[config.mk]
export PLATFORM = sky130hd
export DESIGN_NAME = mux4_rr_arbiter
export DESIGN_NICKNAME = d
export VERILOG_FILES = /design/src/rtl/mux4_arb_pkg.sv /design/src/rtl/mux4x1_using_terinary_dut.sv /design/src/rtl/rr_pick4.sv /design/src/rtl/mux4_rr_arbiter.sv
export SDC_FILE = /design/constraint.sdc
export NUM_CORES = 1
export LEC_CHECK = 0
export CAP_MARGIN = 20
export CORE_MARGIN = 2
export CORE_UTILIZATION = 40
export DETAILED_ROUTE_END_ITERATION = 16
export GPL_TIMING_DRIVEN = 0
export PLACE_DENSITY = 0.79
export SLEW_MARGIN = 40
export SYNTH_ARGS = -nofsm -noshare
export SYNTH_HDL_FRONTEND = slang
export SYNTH_SLANG_ARGS = --single-unit
[constraint.sdc]
create_clock -name clk -period 4.1 [get_ports clk]
set_input_delay 0.82 -clock clk [delete_from_list [all_inputs] [get_ports clk]]
set_output_delay 0.82 -clock clk [all_outputs]
set_load 0.05 [all_outputs]
[src/rtl/mux4_arb_pkg.sv]
// Shared types and constants for the 4-lane round-robin mux arbiter.
package mux4_arb_pkg;

  typedef enum logic {
    IDLE  = 1'b0,
    GRANT = 1'b1
  } state_e;

  localparam int unsigned LANES = 4;
  localparam int unsigned IDXW  = 2;

  // {s0,s1} select codes per lane
  localparam logic [1:0] SEL_A = 2'b00;
  localparam logic [1:0] SEL_B = 2'b01;
  localparam logic [1:0] SEL_C = 2'b10;
  localparam logic [1:0] SEL_D = 2'b11;

  function automatic logic [1:0] lane_sel(input logic [IDXW-1:0] idx);
    logic [1:0] sel;
    case (idx)
      2'd0:    sel = SEL_A;
      2'd1:    sel = SEL_B;
      2'd2:    sel = SEL_C;
      default: sel = SEL_D;
    endcase
    return sel;
  endfunction

  function automatic logic [LANES-1:0] lane_onehot(input logic [IDXW-1:0] idx);
    return LANES'(1) << idx;
  endfunction

endpackage

[src/rtl/mux4x1_using_terinary_dut.sv]
// One-bit 4:1 mux built from nested ternaries; lane index = {s0,s1}.
module mux4x1_using_terinary_dut (
  input  logic a,
  input  logic b,
  input  logic c,
  input  logic d,
  input  logic s0,
  input  logic s1,
  output logic y
);

  assign y = s0 ? (s1 ? d : c) : (s1 ? b : a);

endmodule

[src/rtl/rr_pick4.sv]
// Combinational round-robin picker: first set request scanning upward from start_i with wrap.
module rr_pick4
  import mux4_arb_pkg::*;
(
  input  logic [LANES-1:0] req_i,
  input  logic [IDXW-1:0]  start_i,
  output logic             found_o,
  output logic [LANES-1:0] pick_o,
  output logic [IDXW-1:0]  idx_o
);

  logic [IDXW-1:0] cand;

  // Scan in reverse so the candidate closest to start_i is written last and wins.
  always_comb begin
    found_o = 1'b0;
    idx_o   = '0;
    cand    = '0;
    for (int k = LANES - 1; k >= 0; k--) begin
      cand = start_i + IDXW'(k);
      if (req_i[cand]) begin
        found_o = 1'b1;
        idx_o   = cand;
      end
    end
    pick_o = found_o ? lane_onehot(idx_o) : '0;
  end

endmodule

[src/rtl/mux4_rr_arbiter.sv]
// Round-robin arbiter driving a shared 4:1 mux datapath with registered grant, select and data.
// Optional forced rotation after HOLD_MAX grant cycles: define MUX4_ARB_HOLD_LIMIT_EN.
module mux4_rr_arbiter
  import mux4_arb_pkg::*;
#(
  parameter int unsigned DW       = 1,
  parameter int unsigned HOLD_MAX = 4
) (
  input  logic          clk,
  input  logic          rst,
  input  logic [3:0]    req,
  input  logic [DW-1:0] a,
  input  logic [DW-1:0] b,
  input  logic [DW-1:0] c,
  input  logic [DW-1:0] d,
  output logic [3:0]    gnt,
  output logic          s0,
  output logic          s1,
  output logic [DW-1:0] y,
  output logic          y_valid,
  output logic          busy
);

  localparam logic [7:0] HOLD_LAST = 8'(HOLD_MAX - 1);

  state_e          state_q;
  logic [3:0]      gnt_q;
  logic            s0_q;
  logic            s1_q;
  logic [DW-1:0]   y_q;
  logic            y_valid_q;
  logic [IDXW-1:0] last_q;
  logic [7:0]      hold_cnt_q;

  logic [IDXW-1:0] cur_idx_c;
  logic [IDXW-1:0] base_c;
  logic [IDXW-1:0] start_c;
  logic            found_c;
  logic [3:0]      pick_c;
  logic [IDXW-1:0] pick_idx_c;
  logic [DW-1:0]   mux_y_c;
  logic            release_c;
  logic            preempt_c;
  logic [7:0]      hold_inc_c;

  assign cur_idx_c = {s0_q, s1_q};
  // Idle scans after the last served lane; a releasing grant scans after itself.
  assign base_c    = (state_q == GRANT) ? cur_idx_c : last_q;
  assign start_c   = base_c + IDXW'(1);
  assign release_c = ~req[cur_idx_c];
  assign hold_inc_c = (hold_cnt_q == HOLD_LAST) ? hold_cnt_q : hold_cnt_q + 8'd1;

`ifdef MUX4_ARB_HOLD_LIMIT_EN
  assign preempt_c = (hold_cnt_q == HOLD_LAST) && (|(req & ~gnt_q));
`else
  assign preempt_c = 1'b0;
`endif

  rr_pick4 u_pick (
    .req_i   (req),
    .start_i (start_c),
    .found_o (found_c),
    .pick_o  (pick_c),
    .idx_o   (pick_idx_c)
  );

  for (genvar i = 0; i < DW; i++) begin : g_mux
    mux4x1_using_terinary_dut u_mux (
      .a  (a[i]),
      .b  (b[i]),
      .c  (c[i]),
      .d  (d[i]),
      .s0 (s0_q),
      .s1 (s1_q),
      .y  (mux_y_c[i])
    );
  end

  always_ff @(posedge clk) begin
    if (rst) begin
      state_q    <= IDLE;
      gnt_q      <= '0;
      s0_q       <= 1'b0;
      s1_q       <= 1'b0;
      y_q        <= '0;
      y_valid_q  <= 1'b0;
      last_q     <= IDXW'(3);
      hold_cnt_q <= '0;
    end else begin
      case (state_q)
        IDLE: begin
          y_valid_q <= 1'b0;
          if (found_c) begin
            state_q      <= GRANT;
            gnt_q        <= pick_c;
            {s0_q, s1_q} <= lane_sel(pick_idx_c);
            hold_cnt_q   <= '0;
          end
        end
        GRANT: begin
          y_q       <= mux_y_c;
          y_valid_q <= 1'b1;
          if (release_c || preempt_c) begin
            last_q     <= cur_idx_c;
            hold_cnt_q <= '0;
            if (found_c) begin
              gnt_q        <= pick_c;
              {s0_q, s1_q} <= lane_sel(pick_idx_c);
            end else begin
              gnt_q        <= '0;
              {s0_q, s1_q} <= SEL_A;
              state_q      <= IDLE;
            end
          end else begin
            hold_cnt_q <= hold_inc_c;
          end
        end
        default: state_q <= IDLE;
      endcase
    end
  end

  assign gnt     = gnt_q;
  assign s0      = s0_q;
  assign s1      = s1_q;
  assign y       = y_q;
  assign y_valid = y_valid_q;
  assign busy    = (state_q == GRANT);

endmodule
# Word level (Yosys, flattened, before mapping)
# Cells that the tools add are included.
# classes
bitwise_logic	2
magnitude_cmp	5
n_reduce_logical	3
n_mul	0
eq_ne	4
n_shift	1
n_addsub	4
n_mux	39
div_mod_pow	0
# op_table
op	n
1-bit two-way mux	20
2-bit by 3-bit less-than comparator with 1-bit output, second input constant	5
4-bit two-way mux	3
1-bit binary-select mux with 2-bit select	5
2-bit two-way mux	5
1-bit one-hot mux with 2 select lines	4
4-bit one-hot mux with 2 select lines	1
2-bit one-hot mux with 3 select lines	1
2-bit by 1-bit adder with 2-bit output, second input constant	2
2-bit adder, second input constant	2
2-bit != test, second input constant	2
2-bit AND reduction	2
1-bit by 2-bit left shift with 4-bit output, first input constant	1
2-bit by 1-bit equality test with 1-bit output, second input constant	1
2-bit equality test, second input constant	1
2-bit zero test	1
1-bit NOT	2
# word_totals
ramBits	0
n_memories	0
out_inout_bits	9
latch_bits	0
romBits	0
input_bits	10
register_bits	11

# Longest topological paths before layout
# logic_depth
ltp_word	14
mapped_depth	6

# Cells and area by module
# A second synthesis with hierarchy kept.
# hier_totals
cells_unflattened	87
area_unflattened_um2	758.2
# modules_own_cells
module	cells_per_inst	area_per_inst_um2	n_inst	seq_area_each_um2
mux4_rr_arbiter	57	553.0	1	220.2
rr_pick4	29	182.7	1	0.0
mux4x1_using_terinary_dut	1	22.5	1	0.0

# Worst setup path before layout
# OpenSTA, ideal clock, no wires.
# synth_timing
kind	reg-to-reg
startpoint	register s1_q (netlist: s1)
endpoint	register s0_q (netlist: s0)
path_buffers	1
required_ns	3.982
path_stages_with_launch	7
t_arrival_ns	1.784
setup_slack_ns	2.198
period_less_slack_ns	1.902
cell_sequence	dfxtp_1 > buf_6 > mux4_2 > nand2_2 > o21ai_2 > a22oi_1 > nor2_1
# synth_between
elab_chain_cells	14
# synth_rtl
item	line_no	text
from (decl)	mux4_rr_arbiter.sv:29	logic s1_q;
from (signal assigned)	mux4_rr_arbiter.sv:96	{s0_q, s1_q} <= lane_sel(pick_idx_c);
from (signal assigned)	mux4_rr_arbiter.sv:108	{s0_q, s1_q} <= lane_sel(pick_idx_c);
2-bit two-way mux	mux4_rr_arbiter.sv:48	assign base_c = (state_q == GRANT) ? cur_idx_c : last_q;
2-bit by 1-bit adder with 2-bit output	mux4_rr_arbiter.sv:49	assign start_c = base_c + IDXW'(1);
2-bit adder	rr_pick4.sv:20	cand = start_i + IDXW'(k);
1-bit binary-select mux with 2-bit select	rr_pick4.sv:21	if (req_i[cand]) begin
1-bit two-way mux (not written as such)	rr_pick4.sv:21	
2-bit two-way mux (4 in series)	rr_pick4.sv:21	
2-bit equality test, or another cell as far along	mux4_arb_pkg.sv:20	case (idx)
2-bit one-hot mux with 3 select lines	mux4_arb_pkg.sv:20	
1-bit two-way mux	mux4_rr_arbiter.sv:106	if (found_c) begin
1-bit two-way mux	mux4_rr_arbiter.sv:103	if (release_c || preempt_c) begin
1-bit one-hot mux with 2 select lines	mux4_rr_arbiter.sv:90	case (state_q)
to (signal assigned)	mux4_rr_arbiter.sv:96	
to (signal assigned)	mux4_rr_arbiter.sv:108	
to (decl)	mux4_rr_arbiter.sv:28	logic s0_q;
# Parallel ways exist; a longest one is shown, timed or not. The select of a mux whose other input is x is not followed.
# A chain may end at the register's enable or synchronous reset.

# Worst setup path in the final report
# layout_timing
startpoint	register s0_q (netlist: s0)
endpoint	output port s0
# layout_rtl
item	line_no	text
to (decl)	mux4_rr_arbiter.sv:17	output logic s0,
# No word-level cell between the ends.

==> results.yml <==
yosys:
  seq_area_frac_synth: 0.335
  synthesis.nets: 79
  synth_top_cell_by_area: "dfxtp_1"
  yosysWarningCount: 0
  synth.ff_latch_count: 11
  synth_area_per_cell_sq_um: 9.52
  synth.lib_cells_used.distinct: 37
  ys.flop_type: "dfxtp_1"
  async_flop_share: 0
  synth_area_sq_um: 657
  netlist.area_leader.share: 0.335
  post_synth_main_area_contributors: "dfxtp_1, mux2i_1, mux4_1"
  synth_edf_count: 0
  postSynthCellCount: 69
sta:
  timing.final.max_slew_violations: 0
  maximum_frequency_from_static_timing_analysis_ghz: 0.411
  rsz_0062_raised_after_global_routing: "no"
  worst-slew-pin-transition_ns: 0.496
  timing.final.crit_period_ns: 2.43
  report.final.hold_viol_count: 0
  tns_ns: 0
  report.final.setup_viol: 0
  post-route-period-util: 0.593
  worst_clock_skew_ns: 0.00260
  worst_slack_ns: 1.67
  whs_ns: 0.457
  slew_headroom: 0.668
critical_path:
  critical_path.slowest_cell: "clkdlybuf4s50_1"
  number_of_cells_on_the_critical_path: 1
  setup.worst_path.end_class: "output pin"
  worst_ep_arrival_time_ns: 1.61
  critical_path_required_ns: 3.28
  worst-path-buf-inv: 1
  r2r.worst_path.cells: 6
  crit_path_class: "flip-flop to output pin"
  worst-path-max-fanout: 8
  critPathMaxStageDelay_ns: 0.86
  critPathLaunchType: "flip-flop"
  cp_top_family: "buffers and inverters"
  timing.critical_path.cells: "clkdlybuf4s50_1"
drt:
  post_drt_via_cell_ratio: 5.72
  detailroute.via_count: 612
  wl_per_cell_um: 12.5
  post-route-drc-count: 0
  drt-total-wl_mm: 1.34
  drtIter0Drc: 6
  antenna_violating_nets_post_route: 0
  drt_first_pass_iters: 2
power:
  ir_worst_vdd_v: 0.000196
  power.net_switching_w: 0.000119
  relative_contribution_of_the_clock_network_to_total_power: 0.216
  power.share.sequential: 0.386
  combinationalPowerShare: 0.398
  leakagePower_nw: 0.342
  power.switching_fraction: 0.358
  cell_internal_pwr_w: 0.000215
  power.density_nw_per_um2: 378
layout:
  filler_cell_count: 137
  drive_gt1_frac: 0.187
  num-nets-final: 102
  layout.core_utilization: 0.580
  antennaDiodeCount: 0
  areaGrowthSynthToFinish_pct: 34.5
floorplan:
  die_boundary_width_um: 44.5
  die-height_um: 44.5
  ioPinCount: 19
  design.core.area_sq_um: 1520
  rows: 14
  initial_utilization: 0.431
  fp.dieArea_sq_um: 1980
grt:
  grt_start_max_net_pins: 11
  grt_pass1_wl_mm: 2.42
  grt_pass1_vias: 552
  grt_antenna_before_repair: 0
  grt-ovfl-total: 0
  grtUsageTotal: 0.172
clock_network:
  cts_tree: "yes"
  post_cts_resized: 0
  clk_root_buffer_cell: "clkbuf_4"
  worst_skew_pair.late_latency_ns: 0.27
  cts.htree.levels: 1
  hold_buffers: 0
  post_cts_buffers: 0
  cts_buffers: 3
  ctsLongestPathBuffers: 2
  cts_sinks: 11
  cts.reportedPaths.clkPinSlew_ns: 0.06
worst_hold_path:
  worstHoldPathType: "flip-flop to flip-flop"
  hold_path_depth: 2
place:
  number_of_buffer_cells_added_on_primary_ports: 18
  dp_slack_ns: 1.57
  gpl.final_weighted_congestion: 0.801
run:
  drv_cap: 0
run_status:
  outcome: "finished, final reports clean"
[cells in the final DEF (no fill, tap or decap), drive strengths merged, types with 2 or more instances in the layout]
cell           instances
o21ai                  2
a21oi                  5
dfxtp                 11
clkbuf                 4
mux2i                  3
a32oi                  2
clkdlybuf4s50         18
o211ai                 2
nor2                   7
inv                    4
mux4                   2
buf                    3
nand2                  7
nor2b                  2
[logic make-up (layout without fill, tap and decap cells)]
kind of cell / Yosys count / after routing / share of synthesized area
simple gates: 27 / 27 / 0.240
compound gates: 18 / 18 / 0.223
flops: 11 / 11 / 0.335
buf+inv: 7 / 29 / 0.0647
mux: 6 / 6 / 0.137
[final cells by class]
| type | count | area (sq um) | area share |
|---|---|---|---|
| Timing Repair Buffer | 18 | 180 | 0.204 |
| Buffer | 3 | 27.5 | 0.0312 |
| Inverter | 4 | 15.0 | 0.0170 |
| Sequential cell | 11 | 220 | 0.249 |
| Multi-Input combinational cell | 51 | 394 | 0.446 |
| Clock buffer | 4 | 26.3 | 0.0297 |
| Tap cell | 16 | 20.0 | 0.0227 |
[power by group through the flow]
stage,Sequential [W],Combinational (W),Clock (W)
after floorplan,0.000161,0.0000628,0
after global placement,0.000131,0.000131,0
after detailed placement,0.000131,0.000133,0
after CTS,0.000129,0.000133,0.0000755
after global routing,0.000130,0.000144,0.0000824
final,0.000129,0.000133,0.0000723
[metrics by stage]
step / area [sq um] / total power [W] / std cells
2_1_floorplan: 657 / 0.000224 / 69
3_3_place_gp: 857 / 0.000262 / 103
3_5_place_dp: 857 / 0.000264 / 103
4_1_cts: 883 / 0.000337 / 107
5_1_grt: 883 / 0.000357 / 107
6_report: 883 / 0.000334 / 107
[sequential cells by signal, indices dropped and copies added (netlist names)]
signal   cells
y            1
busy         1
s1           1
s0           1
gnt          4
y_valid      1
last_q       2
[path summary, 6_finish.rpt]
check | startpoint | to | slack, ns
worst max-delay path | s0 | s0 | 1.67
worst min-delay path | gnt[0] | gnt[0] | 0.46
worst max register to register | s1 | s1 | 2.47
worst min register to register | gnt[0] | gnt[0] | 0.46
[Yosys cell counts (all sizes together), types with 2 or more instances]
cell type / n
a21oi: 5
a32oi: 2
buf: 3
dfxtp: 11
inv: 4
mux2i: 3
mux4: 2
nand2: 7
nor2: 7
nor2b: 2
o211ai: 2
o21ai: 2
[metal layers]
layer / track usage / vias to the layer above / share of wire
li1: - / 302 / -
met1: 0.211 / 293 / 0.46
met2: 0.258 / 13 / 0.47
met3: 0.0776 / 4 / 0.052
met4: 0.0727 / 0 / 0.016
met5: 0 / - / 0
Note: power is estimated with default switching activity, not from simulation.
